$ cat src/rtl/id_stage_reg.sv
// ID/EX pipeline register: captures decoded control, operands, immediates, dest and PC.
// Priority per edge: async reset > flush (bubble) > freeze (hold) > load.
// Optional forwarding-source fields are enabled by defining ID_STAGE_FWD_SRC_EN.
module id_stage_reg #(
  parameter int DATA_W = 32,
  parameter int REG_AW = 4
) (
  input  logic              clk,
  input  logic              rst,
  input  logic              flush,
  input  logic              freeze,
  input  logic              valid_in,
  input  logic              wb_en_in,
  input  logic              mem_r_en_in,
  input  logic              mem_w_en_in,
  input  logic              b_in,
  input  logic              s_in,
  input  logic [3:0]        exe_cmd_in,
  input  logic              imm_in,
  input  logic              c_in,
  input  logic [DATA_W-1:0] pc_in,
  input  logic [DATA_W-1:0] val_rn_in,
  input  logic [DATA_W-1:0] val_rm_in,
  input  logic [11:0]       shift_operand_in,
  input  logic [23:0]       signed_imm_24_in,
  input  logic [REG_AW-1:0] dest_in,
`ifdef ID_STAGE_FWD_SRC_EN
  input  logic [REG_AW-1:0] src1_in,
  input  logic [REG_AW-1:0] src2_in,
  input  logic              use_src2_in,
  output logic [REG_AW-1:0] src1_out,
  output logic [REG_AW-1:0] src2_out,
  output logic              use_src2_out,
`endif
  output logic              valid_out,
  output logic              wb_en_out,
  output logic              mem_r_en_out,
  output logic              mem_w_en_out,
  output logic              b_out,
  output logic              s_out,
  output logic [3:0]        exe_cmd_out,
  output logic              imm_out,
  output logic              c_out,
  output logic [DATA_W-1:0] pc_out,
  output logic [DATA_W-1:0] val_rn_out,
  output logic [DATA_W-1:0] val_rm_out,
  output logic [11:0]       shift_operand_out,
  output logic [23:0]       signed_imm_24_out,
  output logic [REG_AW-1:0] dest_out
);

  logic              valid_q, valid_d;
  logic              wb_en_q, wb_en_d;
  logic              mem_r_en_q, mem_r_en_d;
  logic              mem_w_en_q, mem_w_en_d;
  logic              b_q, b_d;
  logic              s_q, s_d;
  logic [3:0]        exe_cmd_q, exe_cmd_d;
  logic              imm_q, imm_d;
  logic              c_q, c_d;
  logic [DATA_W-1:0] pc_q, pc_d;
  logic [DATA_W-1:0] val_rn_q, val_rn_d;
  logic [DATA_W-1:0] val_rm_q, val_rm_d;
  logic [11:0]       shift_operand_q, shift_operand_d;
  logic [23:0]       signed_imm_24_q, signed_imm_24_d;
  logic [REG_AW-1:0] dest_q, dest_d;
`ifdef ID_STAGE_FWD_SRC_EN
  logic [REG_AW-1:0] src1_q, src1_d;
  logic [REG_AW-1:0] src2_q, src2_d;
  logic              use_src2_q, use_src2_d;
`endif

  always_comb begin
    valid_d         = valid_q;
    wb_en_d         = wb_en_q;
    mem_r_en_d      = mem_r_en_q;
    mem_w_en_d      = mem_w_en_q;
    b_d             = b_q;
    s_d             = s_q;
    exe_cmd_d       = exe_cmd_q;
    imm_d           = imm_q;
    c_d             = c_q;
    pc_d            = pc_q;
    val_rn_d        = val_rn_q;
    val_rm_d        = val_rm_q;
    shift_operand_d = shift_operand_q;
    signed_imm_24_d = signed_imm_24_q;
    dest_d          = dest_q;
`ifdef ID_STAGE_FWD_SRC_EN
    src1_d          = src1_q;
    src2_d          = src2_q;
    use_src2_d      = use_src2_q;
`endif
    if (flush) begin
      // Flush wins over freeze: the slot becomes a full, side-effect-free bubble.
      valid_d         = 1'b0;
      wb_en_d         = 1'b0;
      mem_r_en_d      = 1'b0;
      mem_w_en_d      = 1'b0;
      b_d             = 1'b0;
      s_d             = 1'b0;
      exe_cmd_d       = 4'b0000;
      imm_d           = 1'b0;
      c_d             = 1'b0;
      pc_d            = '0;
      val_rn_d        = '0;
      val_rm_d        = '0;
      shift_operand_d = '0;
      signed_imm_24_d = '0;
      dest_d          = '0;
`ifdef ID_STAGE_FWD_SRC_EN
      src1_d          = '0;
      src2_d          = '0;
      use_src2_d      = 1'b0;
`endif
    end else if (!freeze) begin
      // Side-effecting control is gated by valid_in; data fields load as-is.
      valid_d         = valid_in;
      wb_en_d         = wb_en_in    & valid_in;
      mem_r_en_d      = mem_r_en_in & valid_in;
      mem_w_en_d      = mem_w_en_in & valid_in;
      b_d             = b_in        & valid_in;
      s_d             = s_in        & valid_in;
      exe_cmd_d       = exe_cmd_in;
      imm_d           = imm_in;
      c_d             = c_in;
      pc_d            = pc_in;
      val_rn_d        = val_rn_in;
      val_rm_d        = val_rm_in;
      shift_operand_d = shift_operand_in;
      signed_imm_24_d = signed_imm_24_in;
      dest_d          = dest_in;
`ifdef ID_STAGE_FWD_SRC_EN
      src1_d          = src1_in;
      src2_d          = src2_in;
      use_src2_d      = use_src2_in & valid_in;
`endif
    end
  end

  always_ff @(posedge clk or negedge rst) begin
    if (!rst) begin
      valid_q         <= 1'b0;
      wb_en_q         <= 1'b0;
      mem_r_en_q      <= 1'b0;
      mem_w_en_q      <= 1'b0;
      b_q             <= 1'b0;
      s_q             <= 1'b0;
      exe_cmd_q       <= 4'b0000;
      imm_q           <= 1'b0;
      c_q             <= 1'b0;
      pc_q            <= '0;
      val_rn_q        <= '0;
      val_rm_q        <= '0;
      shift_operand_q <= '0;
      signed_imm_24_q <= '0;
      dest_q          <= '0;
`ifdef ID_STAGE_FWD_SRC_EN
      src1_q          <= '0;
      src2_q          <= '0;
      use_src2_q      <= 1'b0;
`endif
    end else begin
      valid_q         <= valid_d;
      wb_en_q         <= wb_en_d;
      mem_r_en_q      <= mem_r_en_d;
      mem_w_en_q      <= mem_w_en_d;
      b_q             <= b_d;
      s_q             <= s_d;
      exe_cmd_q       <= exe_cmd_d;
      imm_q           <= imm_d;
      c_q             <= c_d;
      pc_q            <= pc_d;
      val_rn_q        <= val_rn_d;
      val_rm_q        <= val_rm_d;
      shift_operand_q <= shift_operand_d;
      signed_imm_24_q <= signed_imm_24_d;
      dest_q          <= dest_d;
`ifdef ID_STAGE_FWD_SRC_EN
      src1_q          <= src1_d;
      src2_q          <= src2_d;
      use_src2_q      <= use_src2_d;
`endif
    end
  end

  assign valid_out         = valid_q;
  assign wb_en_out         = wb_en_q;
  assign mem_r_en_out      = mem_r_en_q;
  assign mem_w_en_out      = mem_w_en_q;
  assign b_out             = b_q;
  assign s_out             = s_q;
  assign exe_cmd_out       = exe_cmd_q;
  assign imm_out           = imm_q;
  assign c_out             = c_q;
  assign pc_out            = pc_q;
  assign val_rn_out        = val_rn_q;
  assign val_rm_out        = val_rm_q;
  assign shift_operand_out = shift_operand_q;
  assign signed_imm_24_out = signed_imm_24_q;
  assign dest_out          = dest_q;
`ifdef ID_STAGE_FWD_SRC_EN
  assign src1_out          = src1_q;
  assign src2_out          = src2_q;
  assign use_src2_out      = use_src2_q;
`endif

endmodule

$ cat config.mk
export PLATFORM = sky130hd
export DESIGN_NAME = id_stage_reg
export DESIGN_NICKNAME = d
export VERILOG_FILES = /design/src/rtl/id_stage_reg.sv
export SDC_FILE = /design/constraint.sdc
export NUM_CORES = 1
export LEC_CHECK = 0
export BUFFER_PORTS_ARGS = -buffer_cell sky130_fd_sc_hd__buf_2
export CAP_MARGIN = 20
export CORE_MARGIN = 3
export CORE_UTILIZATION = 43
export CTS_BUF_LIST = sky130_fd_sc_hd__clkbuf_8
export DETAILED_ROUTE_END_ITERATION = 16
export HOLD_SLACK_MARGIN = 0.12
export PLACE_DENSITY = 0.87
export SYNTH_ARGS = -nofsm -noshare
export SYNTH_HDL_FRONTEND = slang
export SYNTH_SLANG_ARGS = --single-unit
$ cat constraint.sdc
create_clock -name clk -period 0.8 [get_ports clk]
set_input_delay 0.16 -clock clk [delete_from_list [all_inputs] [get_ports clk]]
set_output_delay 0.16 -clock clk [all_outputs]
set_load 0.01 [all_outputs]
==> impl_metrics.toml, run 1 <==
[grt]
grt_use_met1 = 0.315
grt_max_degree = 67
track_usage = 0.284
grt_pass1_wl_um = 33000
met3_usage = 0.0767
antenna_found_initial = 2
busiest_layer = "met2"
grt_pass1_vias = 6322
grt_util_met2 = 0.515
overflow = 0

[power]
p_per_area_nw_per_um2 = 1700
peakVddDrop_mv = 1.15
power_mw = 18.6
total_leakage_power_nw = 5.99

[route]
ant_nets = 0
drt_iter0_drc = 447
routed_wl_um = 25900
route.detailed.drc = 0
dr.pass1.iters = 5
via_count = 6288
wl_per_cell_um = 21.3
vias_per_cell = 5.17

[sta]
finalHoldViolCount = 0
skew_ps = 0
tns_ps = -56910
rsz0062_at_grt = "yes"
setup_viol = 242
worst_pin_slew_ps = 350
slew_viol_final = 0
slew_headroom = 0.767
post-route-min-period_ps = 1190
fin_crit_sh = 1.48
setup_ws_ps = -386
hold_ws_ps = 194
max_freq_ghz = 0.843

[floorplanning]
io-pin-count = 300
fp-row-count = 42
dieWidth_um = 124
initial_core_util = 0.444
fp.dieH_um = 124
die_area_sq_um = 15300
core-area_sq_um = 13400

[cts]
clockBufferDepth = 2
clock_sinks = 148
htreeDepth = 4
cts_tree = "built"
clockRootBuffer = "clkbuf_8"
clk_latency_ps = 440
clk_pin_slew_ps = 80
cts_made_buffers = 17

[synthesis]
synth_largest_area_cell = "dfrtp_1"
synth-seq-area-share = 0.622
ys_seq_elements = 148
yosysTopAreaCellShare = 0.622
avgSynthCellArea_sq_um = 12.6
ys_types = 10
syn_area_sq_um = 5950
yosys_warnings = 0
synth_fp_nets = 625
ys_top_cells_by_area = "dfrtp_1 62%, mux2i_1 24%, nor2_1 9.0%"
netlist_instances = 473

[setup_path]
cp-end-kind = "primary output"
startpoint = "val_rn_out[2]"
slowest_delay_ps = 440
r2r_slack_ps = -200
timing.rr.end = "val_rn_out[2]"
setup.worst_path.class = "reg -> out"
cp_top_family = "flip-flops"
endpoint = "val_rn_out[2]"
rr_worst_depth = 3
cp_num_buf_inv = 1
cp.arrival_ps = 1030
crit_chain = "buf_6"
cp_slowest_cell = "dfrtp_1"
worst-path-stages = 1
startpoint_type = "flop"
cp.required_ps = 640
path_max_fanout = 2
r2r-start = "val_rn_out[2]"

[outcome]
violations = "setup timing"
status = "finished, violations left"

[finish]
synthToLayoutAreaGrowth_pct = 83.9
drive_above_1_share = 0.449
final_cell_area_sq_um = 10900
fin_nets = 1176

[min_path]
hold_class = "in -> reg"

[placement]
gp_congestion = 0.857
io_buffers = 299
placed_cell_area_sq_um = 7810
dp_hpwl_um = 11700
pre_cts_ws_ps = -279

[flow_run]
cap_viol_max_count = 0
worst min-delay path by stage:
stage / from / end / slack (ps) / depth (start not counted)
after CTS: freeze / exe_cmd_out[1] / 130 / 3
after detailed placement: rst / val_rn_out[3] / 70 / 1
after floorplan: rst / b_out / -140 / 0
after global routing: freeze / exe_cmd_out[1] / 180 / 3
final: freeze / exe_cmd_out[1] / 190 / 3
after global placement: rst / val_rn_out[3] / 70 / 1
cell usage in the layout (no fill, tap or decap), drive strengths merged:
cell type,netlist,layout
nor2b,1,1
dlygate4sd3,0,149
clkinvlp,0,2
mux2i,143,143
diode,0,3
clkinv,0,3
nor2,144,144
buf,25,414
dfrtp,148,148
clkbuf,7,21
bufinv,0,4
a32o,5,5
inv,0,3
kinds of logic after synthesis:
kind of cell / share of synthesized area
AOI/OAI and AO/OA: 0.00841
buffers and inverters: 0.0366
DFF: 0.622
muxes: 0.240
and+or+nand+nor: 0.0923
synth_stat cells:
cell and number:
a32o_1 5, buf_2 9, buf_4 9, buf_6 7, clkbuf_1 7, dfrtp_1 148
mux2i_1 143, nor2_1 143, nor2_2 1, nor2b_1 1
routing by layer:
layer  up-vias  routed length [um]
met3        91                2180
met5         -                   0
met1      3072                9010
met2       446               13600
met4         0                1060
li1       2679                   -
area by class of cell:
type | count | area, sq um
multi-input combinational | 293 | 2150
sequential | 148 | 3700
fill | 627 | 2460
tap | 176 | 220
timing repair buffer | 564 | 4430
antenna | 3 | 7.51
clock buffer | 20 | 275
clock inverter | 12 | 161
flip-flops by register name (all words and copies together), names as in the netlist:
| register | flops |
|---|---|
| mem_w_en_out | 1 |
| shift_operand_out | 12 |
| pc_out | 32 |
| exe_cmd_out | 4 |
| valid_out | 1 |
| b_out | 1 |
| signed_imm_24_out | 24 |
| s_out | 1 |
| wb_en_out | 1 |
| mem_r_en_out | 1 |
| dest_out | 4 |
| c_out | 1 |
| val_rn_out | 32 |
| val_rm_out | 32 |
| imm_out | 1 |
power breakdown:
part	total, mW	internal (mW)	leakage [nW]	switching (mW)
Combinational	3.90	2.15	3.79	1.75
Sequential	8.22	7.89	1.97	0.325
Clock	6.48	3.60	0.228	2.88
repair_timing:
action | CTS | global route
endpoints found under the hold margin | 296 | 0
setup endpoints to repair | 148 | 201
resized for setup | 21 | 98
buffers inserted | 36 | 67
pin swaps | 2 | 38
hold buffers | 149 | 0
per-stage QoR:
stage,cells,util
finish,1216,0.817
global route,1215,0.817
CTS,1164,0.756
detailed placement,947,0.583
global placement,947,0.583
floorplan,473,-
Note: power is estimated with default switching activity, not from simulation.
==> run 2: changes to the inputs <==
Settings changed: CORE_MARGIN 3 to 2.
==> run 2 against run 1 <==
Compared with the run above:
- the run still ends with setup timing left
- worst setup slack got worse by 12 ps
- largest power group unchanged
- combinational power about the same
- register-to-register slack hardly changed
- clock power up 2%
- largest cell class unchanged
==> impl_metrics.toml, run 2 (synthesis gave the netlist of run 1 again) <==
[setup_path]
rr_worst_depth = 3
setup.worst_path.class = "reg -> out"
cp.arrival_ps = 1040
cp.required_ps = 640
crit_chain = "buf_6"
cp-end-kind = "primary output"
path_max_fanout = 2
startpoint_type = "flop"
slowest_delay_ps = 450
r2r-start = "pc_out[11]"
cp_slowest_cell = "dfrtp_1"
r2r_slack_ps = -210
cp_num_buf_inv = 1
timing.rr.end = "pc_out[11]"
cp_top_family = "flip-flops"

[floorplanning]
initial_core_util = 0.444
io-pin-count = 300
core-area_sq_um = 13400
dieWidth_um = 122
fp.dieH_um = 122
fp-row-count = 42
die_area_sq_um = 14800

[grt]
grt_pass1_wl_um = 32900
grt_max_degree = 75
grt_pass1_vias = 6321
track_usage = 0.294
overflow = 0
antenna_found_initial = 1

[cts]
clockRootBuffer = "clkbuf_8"
clk_latency_ps = 430
cts_tree = "built"
clockBufferDepth = 2
clock_sinks = 148
htreeDepth = 4
cts_made_buffers = 17
clk_pin_slew_ps = 80

[sta]
hold_ws_ps = 150
setup_ws_ps = -398
finalHoldViolCount = 0
slew_viol_final = 0
tns_ps = -57410
skew_ps = 0
rsz0062_at_grt = "yes"
setup_viol = 241
max_freq_ghz = 0.835
post-route-min-period_ps = 1200
fin_crit_sh = 1.50
worst_pin_slew_ps = 350
slew_headroom = 0.767

[placement]
pre_cts_ws_ps = -276
io_buffers = 299
placed_cell_area_sq_um = 7730
gp_congestion = 0.781
dp_cells = 940
dp_hpwl_um = 11300

[finish]
final_cell_mix = "242 x buf_2, 149 x dlygate4sd3_1, 148 x dfrtp_1"
synthToLayoutAreaGrowth_pct = 83.5
fin_nets = 1171
instances_no_fill = 1208
utilization = 0.815
final_cell_area_sq_um = 10900
drive_above_1_share = 0.451
mostFrequentLayoutCell = "buf_2"

[power]
peakVddDrop_mv = 1.03
p_per_area_nw_per_um2 = 1710
power_mw = 18.7
total_leakage_power_nw = 5.94

[flow_run]
cap_viol_max_count = 0

[route]
ant_nets = 0
vias_per_cell = 5.12
via_count = 6180
dr.pass1.iters = 5
drt_iter0_drc = 533
routed_wl_um = 25200
route.detailed.drc = 0
wl_per_cell_um = 20.9

[min_path]
hold_path_end = "val_rn_out[12]"
min_from = "freeze"
hold_depth = 3
hold_class = "in -> reg"

[outcome]
violations = "setup timing"
status = "finished, violations left"
[run 2: cell count changes in the layout (fill, tap and decap cells not counted), sizes merged]
cell,delta
clkinvlp,-1
bufinv,+1
clkbuf,-3
buf,-4
inv,-1
[run 2: repair_timing]
| action | 4_1_cts | 5_1_grt |
|---|---|---|
| cloned | 0 | 0 |
| pin swaps | 3 | 35 |
| gates resized for setup | 21 | 107 |
| hold buffers | 149 | 0 |
| buffers inserted | 36 | 64 |
| setup endpoints to repair | 148 | 205 |
| hold endpoints to repair | 296 | 0 |
[run 2: worst max-delay path by stage]
| stage | from | to | slack [ps] | depth (start not counted) |
|---|---|---|---|---|
| global placement | freeze | signed_imm_24_out[9] | -210 | 4 |
| floorplan | freeze | pc_out[0] | -90 | 5 |
| finish | pc_out[27] | pc_out[27] | -400 | 1 |
| detailed placement | freeze | imm_out | -280 | 4 |
| global route | val_rn_out[28] | val_rn_out[28] | -440 | 1 |
| CTS | pc_out[27] | pc_out[27] | -390 | 1 |
[run 2: routing by layer]
metal	track usage	share of wire	vias to the layer above
met5	0	0	-
met4	0.162	0.049	0
met3	0.0833	0.084	100
met2	0.505	0.51	384
met1	0.329	0.35	3028
li1	-	-	2668
[run 2: layout make-up]
class	instances	area, sq um
antenna	3	7.51
fill	630	2480
timing repair buffer	559	4390
clock buffer	18	248
tap	176	220
sequential	148	3700
multi-input combinational	293	2170
clock inverter	11	188
[run 2: tightest hold or removal path: cells and delay by family]
| kind | cells | cell delay, ps |
|---|---|---|
| buffers and inverters | 1 | 160 |
| multiplexers | 1 | 140 |
| AND/OR/NAND/NOR | 1 | 80 |
[run 2: where the power goes]
group | switching [mW] | internal (mW)
registers | 0.335 | 7.89
logic | 1.74 | 2.15
clock network | 2.88 | 3.73
==> run 3: changes to the inputs <==
Settings changed: ABC_AREA set to 1, CORE_UTILIZATION 43 to 42.
==> run 3 against run 2 <==
Compared with the run above:
- the flow still finishes with violations (setup timing)
- highest routed layer unchanged
- core utilization decreased by 2.5 points
- sequential share of layout area rose by 1.9 points
- global-route usage grew 1.7 points
- count of clock-buffer cells in the layout did not move
- maximum frequency rose by 0.33%
- largest power group unchanged
- hold slack got worse by 4.0 ps
- routed wire length grew 0.12%
- combinational power is 14% lower
==> impl_metrics.toml, run 3 <==
[outcome]
status = "finished, violations left"
violations = "setup timing"

[route]
top_layer_used = "met4"
ant_nets = 0
routed_wl_um = 25300
vias_per_cell = 5.11
wl_met2_um = 12400
drt_iter0_drc = 925
route.detailed.drc = 0
via_count = 6984
wl_per_cell_um = 18.5
routed-wl-met3_um = 2480
m1WireLength_um = 8530
dr.pass1.iters = 6

[grt]
grt_pass1_vias = 6895
antenna_found_initial = 1
track_usage = 0.310
overflow = 0
grt_max_degree = 76
grt_pass1_wl_um = 34500

[synthesis]
netlist_instances = 627
post-synth-top-count-cell = "nand2_1"
syn_area_sq_um = 5580
avgSynthCellArea_sq_um = 8.90
yosysTopAreaCellShare = 0.664
synth-seq-area-share = 0.664
synth_common_cells = "439 x nand2_1, 148 x dfrtp_1, 16 x buf_2, 12 x buf_4, 5 x nand3_1"
async_reset_ff_frac = 1.00
ys_seq_elements = 148
synth_edf_count = 0
ys_top_cells_by_area = "dfrtp_1 66%, nand2_1 30%, buf_4 1.6%"
ys_types = 9
yosys_warnings = 0
synth_flop_cell = "dfrtp_1"
synth_fp_nets = 779
synth_largest_area_cell = "dfrtp_1"

[setup_path]
timing.rr.end = "val_rn_out[5]"
endpoint = "s_out"
cp_slowest_cell = "dfrtp_1"
cp_num_buf_inv = 1
slowest_delay_ps = 440
startpoint = "s_out"
rr_worst_depth = 4
worst-path-stages = 1
startpoint_type = "flop"
cp-end-kind = "primary output"
r2r_slack_ps = -120
r2r-start = "val_rn_out[5]"
cp.required_ps = 640
setup.worst_path.class = "reg -> out"
cp_top_family = "flip-flops"
cp.arrival_ps = 1030
crit_chain = "buf_2"
path_max_fanout = 2

[placement]
io_buffers = 299
placed_cell_area_sq_um = 7390
dp_cells = 1088
dp_hpwl_um = 10700
gp_congestion = 0.757

[sta]
skew_ps = 0
rsz0062_at_grt = "yes"
setup_ws_ps = -394
post-route-min-period_ps = 1190
setup_viol = 172
fin_crit_sh = 1.49
max_freq_ghz = 0.837
worst_pin_slew_ps = 340
slew_headroom = 0.773
tns_ps = -50010
slew_viol_final = 0
finalHoldViolCount = 0

[finish]
drive_above_1_share = 0.384
instances_no_fill = 1366
utilization = 0.790
final_cell_area_sq_um = 10300
mostFrequentLayoutCell = "nand2_1"
final_cell_mix = "430 x nand2_1, 253 x buf_2, 149 x dlygate4sd3_1"
synthToLayoutAreaGrowth_pct = 85.3
fin_nets = 1328

[cts]
cts_tree = "built"
clockBufferDepth = 2
clockRootBuffer = "clkbuf_8"
clk_latency_ps = 440
htreeDepth = 4
cts_made_buffers = 17
clk_pin_slew_ps = 90
clock_sinks = 148

[floorplanning]
io-pin-count = 300
fp.dieH_um = 119
dieWidth_um = 119
fp-row-count = 42
initial_core_util = 0.426
die_area_sq_um = 14200
core-area_sq_um = 13100

[power]
p_per_area_nw_per_um2 = 1720
peakVddDrop_mv = 1.03
total_leakage_power_nw = 6.06
power_mw = 17.7

[min_path]
hold_class = "in -> async"

[flow_run]
cap_viol_max_count = 0
==> run 3: changes by cell type in the layout (fill, tap and decap cells not counted), sizes merged, moves of 3 or more <==
cell   before  now
nor2      144    2
inv         2    5
a32o        5    0
buf       410  413
mux2i     143    0
nand3       0    5
nand2       0  439
==> run 3: cell families after synthesis <==
group	Yosys count	share of synthesized area
buffers and inverters	33	0.0339
DFF	148	0.664
and+or+nand+nor	446	0.302
==> run 3: metrics by stage <==
| stage | hold slack [ps] | setup slack (ps) |
|---|---|---|
| final | 146 | -394 |
| after global routing | 139 | -435 |
| after CTS | 131 | -413 |
| after detailed placement | 31.7 | -269 |
| after global placement | 32.2 | -236 |
| after floorplan | -136 | -6.13 |
==> run 3: area by class of cell <==
class / count / area (sq um)
Antenna cell: 1 / 2.50
Clock buffer: 18 / 248
Clock inverter: 14 / 175
Fill cell: 654 / 2750
Inverter: 1 / 3.75
Multi-Input combinational cell: 446 / 1720
Sequential cell: 148 / 3700
Tap cell: 176 / 220
Timing Repair Buffer: 562 / 4260
==> run 3: routing by layer <==
layer | vias to the layer above | track usage
met5 | - | 0
met4 | 0 | 0.191
met3 | 160 | 0.0891
met2 | 581 | 0.527
met1 | 3270 | 0.342
li1 | 2973 | -
==> run 3: repair_timing <==
item                                    in CTS  in global routing
hold buffers                               149                  0
pin swaps                                    0                  4
endpoints found under the setup margin     148                150
endpoints found under the hold margin      296                  0
gates resized for setup                     10                 52
buffers inserted                            36                 60
==> run 3: how the worst min path moves through the flow <==
stage / startpoint / endpoint / cells past startpoint
after detailed placement: rst / val_rm_out[20] / 1
after global routing: rst / val_rm_out[9] / 2
after global placement: rst / val_rm_out[9] / 1
after floorplan: rst / b_out / 0
final: rst / val_rm_out[9] / 2
after CTS: rst / signed_imm_24_out[20] / 2
==> run 3: power breakdown <==
part	switching [mW]	internal, mW
logic	1.55	1.77
clock network	3.02	3.21
registers	0.301	7.89
